===== config.mk =====
export PLATFORM = sky130hd
export DESIGN_NAME = alu_op_sequencer
export DESIGN_NICKNAME = d
export VERILOG_FILES = /design/src/rtl/alu_seq_pkg.sv /design/src/rtl/alu_seq_regfile.sv /design/src/rtl/alu_op_sequencer.sv
export SDC_FILE = /design/constraint.sdc
export NUM_CORES = 1
export LEC_CHECK = 0
export CORE_MARGIN = 5
export CORE_UTILIZATION = 45
export DETAILED_ROUTE_END_ITERATION = 8
export GPL_ROUTABILITY_DRIVEN = 0
export PLACE_DENSITY_LB_ADDON = 0.15
export SETUP_SLACK_MARGIN = 0.5
export SLEW_MARGIN = 20
export SYNTH_ARGS = -nofsm -noshare
export SYNTH_HDL_FRONTEND = slang
export SYNTH_SLANG_ARGS = --single-unit

===== constraint.sdc =====
create_clock -name clk -period 1.6 [get_ports clk]
set_input_delay 0.24 -clock clk [delete_from_list [all_inputs] [get_ports clk]]
set_output_delay 0.24 -clock clk [all_outputs]
set_load 0.01 [all_outputs]

===== src/rtl/alu_seq_pkg.sv =====
// Shared definitions for the ALU operand sequencer: FSM states, default
// widths and the ALU opcode constants.
package alu_seq_pkg;

    localparam int DATA_W_DEF     = 6;
    localparam int REG_ADDR_W_DEF = 2;

    localparam logic [3:0] OP_AND = 4'b0000;
    localparam logic [3:0] OP_OR  = 4'b0001;
    localparam logic [3:0] OP_ADD = 4'b0010;
    localparam logic [3:0] OP_SUB = 4'b0110;
    localparam logic [3:0] OP_NOR = 4'b1100;

    typedef enum logic [1:0] {
        IDLE = 2'd0,
        EXEC = 2'd1,
        WB   = 2'd2
    } state_t;

endpackage


===== src/rtl/alu_seq_regfile.sv =====
// Operand register file for the ALU sequencer: two asynchronous read ports,
// one synchronous write port, synchronous reset clearing every entry.
module alu_seq_regfile
    import alu_seq_pkg::*;
#(
    parameter int DATA_W = DATA_W_DEF,
    parameter int ADDR_W = REG_ADDR_W_DEF
) (
    input  logic              clk,
    input  logic              reset,
    input  logic [ADDR_W-1:0] rd_addr_a,
    output logic [DATA_W-1:0] rd_data_a,
    input  logic [ADDR_W-1:0] rd_addr_b,
    output logic [DATA_W-1:0] rd_data_b,
    input  logic              wr_en,
    input  logic [ADDR_W-1:0] wr_addr,
    input  logic [DATA_W-1:0] wr_data
);

    localparam int DEPTH = 2 ** ADDR_W;

    logic [DATA_W-1:0] mem_reg [DEPTH];

    // One register per entry so the whole file can be cleared in one cycle.
    for (genvar gi = 0; gi < DEPTH; gi++) begin : g_entry
        // Clear on reset, otherwise take the write when addressed.
        always_ff @(posedge clk) begin
            if (reset) begin
                mem_reg[gi] <= '0;
            end else if (wr_en && (wr_addr == ADDR_W'(gi))) begin
                mem_reg[gi] <= wr_data;
            end
        end
    end

    // Reads return the state before any write landing on this edge.
    assign rd_data_a = mem_reg[rd_addr_a];
    assign rd_data_b = mem_reg[rd_addr_b];

endmodule


===== src/rtl/alu_op_sequencer.sv =====
// Issue stage for the 6-bit ALU: accepts one instruction at a time, drives
// the ALU operands from a small register file and writes the result back.
// Optional status outputs (zeroFlag, busy) are enabled by ALU_SEQ_STATUS_EN.
module alu_op_sequencer
    import alu_seq_pkg::*;
#(
    parameter int DATA_W     = DATA_W_DEF,
    parameter int REG_ADDR_W = REG_ADDR_W_DEF
) (
    input  logic                  clk,
    input  logic                  reset,
    input  logic                  instValid,
    output logic                  instReady,
    input  logic                  instLoad,
    input  logic [3:0]            instOp,
    input  logic [REG_ADDR_W-1:0] instRd,
    input  logic [REG_ADDR_W-1:0] instRs,
    input  logic [REG_ADDR_W-1:0] instRt,
    input  logic [DATA_W-1:0]     instImm,
    input  logic                  instCarryIn,
    input  logic                  instUseCarry,
    output logic [DATA_W-1:0]     a,
    output logic [DATA_W-1:0]     b,
    output logic                  carryIn,
    output logic [3:0]            aluOp,
    input  logic [DATA_W-1:0]     result,
    input  logic                  carryOut,
    output logic                  doneValid,
    output logic [DATA_W-1:0]     doneData,
`ifdef ALU_SEQ_STATUS_EN
    output logic                  zeroFlag,
    output logic                  busy,
`endif
    output logic                  carryFlag
);

    state_t                  state_reg;
    logic [REG_ADDR_W-1:0]   rd_reg;
    logic                    load_reg;
    logic                    cap_carry_reg;
    logic [DATA_W-1:0]       rs_data;
    logic [DATA_W-1:0]       rt_data;
    logic                    wr_en;

    assign instReady = (state_reg == IDLE);
    assign wr_en     = (state_reg == WB);

`ifdef ALU_SEQ_STATUS_EN
    assign busy = (state_reg != IDLE);
`endif

    // doneData doubles as the captured value, so it is also the write data.
    alu_seq_regfile #(
        .DATA_W (DATA_W),
        .ADDR_W (REG_ADDR_W)
    ) u_regfile (
        .clk       (clk),
        .reset     (reset),
        .rd_addr_a (instRs),
        .rd_data_a (rs_data),
        .rd_addr_b (instRt),
        .rd_data_b (rt_data),
        .wr_en     (wr_en),
        .wr_addr   (rd_reg),
        .wr_data   (doneData)
    );

    // Sequencer FSM with all ALU-facing and completion outputs registered.
    always_ff @(posedge clk) begin
        if (reset) begin
            state_reg     <= IDLE;
            a             <= '0;
            b             <= '0;
            carryIn       <= 1'b0;
            aluOp         <= '0;
            carryFlag     <= 1'b0;
            doneValid     <= 1'b0;
            doneData      <= '0;
            rd_reg        <= '0;
            load_reg      <= 1'b0;
            cap_carry_reg <= 1'b0;
`ifdef ALU_SEQ_STATUS_EN
            zeroFlag      <= 1'b0;
`endif
        end else begin
            doneValid <= 1'b0;
            case (state_reg)
                IDLE: begin
                    if (instValid) begin
                        rd_reg   <= instRd;
                        load_reg <= instLoad;
                        if (instLoad) begin
                            // Loads skip the ALU entirely; its ports keep their values.
                            doneData  <= instImm;
                            doneValid <= 1'b1;
                            state_reg <= WB;
                        end else begin
                            a         <= rs_data;
                            b         <= rt_data;
                            aluOp     <= instOp;
                            carryIn   <= instUseCarry ? carryFlag : instCarryIn;
                            state_reg <= EXEC;
                        end
                    end
                end
                EXEC: begin
                    doneData      <= result;
                    cap_carry_reg <= carryOut;
                    doneValid     <= 1'b1;
                    state_reg     <= WB;
                end
                WB: begin
                    if (!load_reg) begin
                        carryFlag <= cap_carry_reg;
`ifdef ALU_SEQ_STATUS_EN
                        zeroFlag  <= (doneData == '0);
`endif
                    end
                    state_reg <= IDLE;
                end
                default: begin
                    state_reg <= IDLE;
                end
            endcase
        end
    end

endmodule

Word-level counts from Yosys, hierarchy flattened. Memory sizes are Yosys's and may differ from the RTL's. A register that Yosys moved wholly into a read port is not among the register bits. Index checks and enable logic that the tools add are counted.

Flip-flop bits (word level): 19. Input port bits: 29. Memories kept: 1. Output and inout port bits: 26. Logic and storage cells: 62. Bits in writable memories: 24.

Bitwise gates (word level): 6. Muxes and demuxes: 28. Eq/ne operators: 7. Reduce and logical (&&, ||, !) cells: 11.

Memories: u_regfile.mem_reg (words 4, bits a word 6, rd ports 2, clocked after memory_dff 2, wr ports 4, RTL line alu_seq_regfile.sv:22) `logic [DATA_W-1:0] mem_reg [DEPTH];`.

Operator list (count): $mux W6 (6); $mux W1 (17); $pmux W6 S2 (1); $eq A2 B2 Y1 const B (3); $reduce_and A3 Y1 (2); $eq A2 B1 Y1 const B (2); $logic_and A1 B1 Y1 (4); $logic_not A2 Y1 (2); $mux W2 (2); $or A1 B1 Y1 (4); $pmux W2 S2 (1); $reduce_and A2 Y1 (2); $ne A2 B1 Y1 const B (1); $ne A2 B2 Y1 const B (1); $not A1 Y1 (2); $pmux W1 S2 (1); $reduce_bool A2 Y1 (1).

Logic depth before layout (Yosys ltp).
Depth after elaboration: 6. Depth in mapped cells: 5. Gate-level depth less buffers: 3.

Modules after synthesis. A second synthesis with hierarchy kept.

Cell total of the unflattened synthesis: 172. Area, all modules: 2317.2 sq um.

Modules (own cells, without submodules): alu_seq_regfile (area each 1209.9 sq um, instances 1, sequential area each 720.7 sq um, cells each 78); alu_op_sequencer (area each 1107.3 sq um, instances 1, sequential area each 620.6 sq um, cells each 94).

Worst setup path after synthesis. OpenSTA, ideal clock, no wires.

Path kind: register to register. Start point: reg state_reg[1]. End point: mem u_regfile.mem_reg[2][0] (netlist bit) (enable). Data required time: 1.220 ns. Arrival time: 1.277 ns. Setup slack: -0.057 ns. Cell stages (with the launch flop): 4. Clock period less this slack: 1.657 ns. Cell sequence: dfxtp_1 clkbuf_2 nand2_1 o31ai_1.

RTL lines: from (decl) (RTL line alu_op_sequencer.sv:37) `state_t state_reg;`; from (signal assigned) (RTL line alu_op_sequencer.sv:71) `state_reg <= IDLE;`; from (signal assigned) (RTL line alu_op_sequencer.sv:96) `state_reg <= WB;`; from (signal assigned) (RTL line alu_op_sequencer.sv:102) `state_reg <= EXEC;`; to (decl) (RTL line alu_seq_regfile.sv:22).

Final worst setup path.
Start point: reg state_reg[1]. End point: reg b[0], read port of u_regfile.mem_reg.

Longest elaborated chain between the ends: 2.

Ends and longest elaborated chain: $logic_not A2 Y1 (RTL line alu_op_sequencer.sv:87) `case (state_reg)`; $reduce_and A3 Y1 (no line); to (decl) (RTL line alu_op_sequencer.sv:23) `output logic [DATA_W-1:0] b,`.

Every way passes these cells. A chain may end at the register's enable or synchronous reset.

==> flow_metrics.tcl <==
set metrics [dict create \
    outcome "finished, final reports clean" \
    clk_pin_slew_ps 90 \
    largest_reg_flops 24 \
    port_buffers 54 \
    fin_crit_ps 1370 \
    r2r-start "state_reg[1]$_SDFFE_PP0P_" \
    dp_hpwl_um 3990 \
    timing.final.max_slew_violations 0 \
    avgRoutedWirePerCell_um 16.2 \
    worst-r2r-cell-count 4 \
    netlist_area_um2 2480 \
    cts_tree "done" \
    synth_edf_count 24 \
    wl_met2_um 3240 \
    grt_pass1_wl_um 9940 \
    clk_latency_ps 300 \
    synth_async_sr_flop_share_pct 0 \
    startpoint_type "flop" \
    drive_gt1_share_pct 48.4 \
    synth-seq-cells 55 \
    r2r_end "b[0]$_SDFFE_PP0P_" \
    die_w_um 84.3 \
    seqPwrFrac_pct 54.7 \
    layout_commonest_cell "nand2_1" \
    r2r_slack_ps 230 \
    cp.required_ps 1780 \
    layout_common_cells "nand2_1 (28), buf_2 (25), and2_1 (24), clkdlybuf4s50_1 (24), edfxtp_1 (24)" \
    grt_setup_unrepaired "true" \
    maxCapViolations 0 \
    ys.warnings.count 0 \
    finalSetupViolations 0 \
    finalHoldViolCount 0 \
    crit_buf_inv 1 \
    wl_um 6090 \
    cp_cell_sequence "or4b_1, buf_6, nand2_1, a21oi_2" \
    die_y_um 84.3 \
    critPathArrivalTime_ps 1550 \
    num_vias 1917 \
    synth.avg_cell_area_um2 11.6 \
    met3_length_um 316 \
    drc_errors 0 \
    combPwrFrac_pct 20.5 \
    yosysSeqAreaShare_pct 54.1 \
    floorplan.initialDensity_pct 45.6 \
    timing.hold.ws_ps 459 \
    crit_start "state_reg[1]$_SDFFE_PP0P_" \
    seq_area_um2 1390 \
    synth_ff_type "dfxtp_1" \
    clock_sinks 55 \
    design.die.area_um2 7100 \
    holdCritPathClass "flop to flop" \
    p_sw_uw 722 \
    multi_input_area_um2 1330 \
    swShare_pct 24.9 \
    path_depth 4 \
    internal_power_uw 2180 \
    syn_nets 243 \
    worst-setup-path-type "flop to flop" \
    avgViaCountPerCell 5.10 \
    cts_inserted_buffers 5 \
    antenna_found_initial 0 \
    wl_met1_um 2460 \
    finalNetCount 332 \
    grt_usage_pct 17.3 \
    max_stage_delay_ps 530 \
    syn_inst 214 \
    p_clk_share_pct 24.9 \
    fin_crit_sh_pct 85.7 \
    p_leak_uw 0.00146 \
    drtPass1Iterations 4 \
    cp_max_fo 17 \
    routed.top_layer "met4" \
    slew_headroom_pct 75.2 \
    syn2layout_area_growth_pct 52.1 \
    cp-end-kind "flop" \
    power_uw 2900 \
    final_antenna_net_count 0 \
    n_antenna_cell 0 \
    crit_end "b[0]$_SDFFE_PP0P_" \
    grt_pass1_vias 2047 \
    rows 27 \
    crit_family "simple AND/OR/NAND/NOR gates" \
    num-fill-cells 413 \
    slowest_stage "or4b_1" \
    max_freq_mhz 730 \
    grt_max_degree 32 \
    core_um2 5440 \
    drt_iter0_drc 49 \
    overflow 0 \
    skew_ps 6.54 \
    worstMarginPinSlew_ps 372 \
    ir_worst_vdd_mv 0.475 \
    cts-root-buf "clkbuf_8" \
    pin_count 55 \
    yosysUniqueCellTypes 30 \
    htreeDepth 2 \
    power_density_nw_per_um2 768 \
    clk_path_buf_depth 2 \
]
[area by class of cell]
class | instances | area share [%]
clock buffer | 8 | 2.12
inverter | 3 | 0.497
multi-input combinational | 143 | 35.2
sequential | 55 | 36.8
tap | 72 | 2.39
timing repair buffer | 95 | 23.0
[Yosys cell counts, types with 3 or more instances]
cell type  count  area (um^2)
mux4_2        12          270
nor3_1         9         45.0
a2111oi_0      6         52.6
nand2_1       33          124
o21ai_0        3         15.0
nor2_1         7         26.3
dfxtp_1       31          621
mux2i_1        5         50.1
and3b_1        6         52.6
buf_2          7         35.0
and2_1        24          150
edfxtp_1      24          721
inv_1          3         11.3
a21oi_1       24          120
[through the flow]
stage | area, um^2 | instances | utilization [%] | TNS (ps) | setup slack, ps
2_1_floorplan | 2650 | 214 | - | 0 | 254
3_3_place_gp | 3350 | 342 | 61.5 | -1780 | -67.7
3_5_place_dp | 3350 | 342 | 61.5 | -2650 | -114
4_1_cts | 3700 | 372 | 68.1 | 0 | 240
5_1_grt | 3770 | 376 | 69.4 | 0 | 170
6_report | 3770 | 376 | 69.4 | 0 | 229
[layer usage]
metal	global-route usage, %	vias up
met1	19.2	901
met2	32.5	50
met3	4.91	8
met4	4.09	0
met5	0	-
li1	-	958
[power by group through the flow]
stage / Combinational [uW] / Clock (uW) / Sequential (uW)
2_1_floorplan: 253 / 0 / 1620
3_3_place_gp: 475 / 0 / 1620
3_5_place_dp: 481 / 0 / 1620
4_1_cts: 555 / 747 / 1580
5_1_grt: 640 / 807 / 1590
6_report: 593 / 721 / 1580
[timing repair]
item | CTS | global route
hold buffers | 0 | 0
endpoints found under the setup margin | 105 | 93
pin swaps | 12 | 16
resized for setup | 132 | 44
buffers inserted | 20 | 4
gates cloned | 2 | 0
[cell families after synthesis]
group           Yosys count  synth area share (%)
compound gates           37                  8.83
buf+inv                  16                  3.88
mux                      17                  12.9
simple gates             89                  20.3
flops                    55                  54.1
[worst reg2reg max path, delay by kind of cell (launching register included)]
| family | cells | cell delay (ps) |
|---|---|---|
| compound gates | 1 | 60 |
| buf+inv | 1 | 180 |
| flops | 1 | 380 |
| simple gates | 2 | 650 |
[worst min path at each step]
stage / start / depth (start not counted) / slack (ps) / to
finish: b[4]$_SDFFE_PP0P_ / 2 / 460 / b[4]$_SDFFE_PP0P_
global route: aluOp[0]$_SDFFE_PP0P_ / 2 / 480 / aluOp[0]$_SDFFE_PP0P_
CTS: aluOp[1]$_SDFFE_PP0P_ / 2 / 460 / aluOp[1]$_SDFFE_PP0P_
detailed placement: a[4]$_SDFFE_PP0P_ / 2 / 450 / a[4]$_SDFFE_PP0P_
global placement: aluOp[3]$_SDFFE_PP0P_ / 2 / 440 / aluOp[3]$_SDFFE_PP0P_
floorplan: instOp[0] / 2 / 380 / aluOp[0]$_SDFFE_PP0P_
No activity file was read; power rests on OpenSTA's default activity.
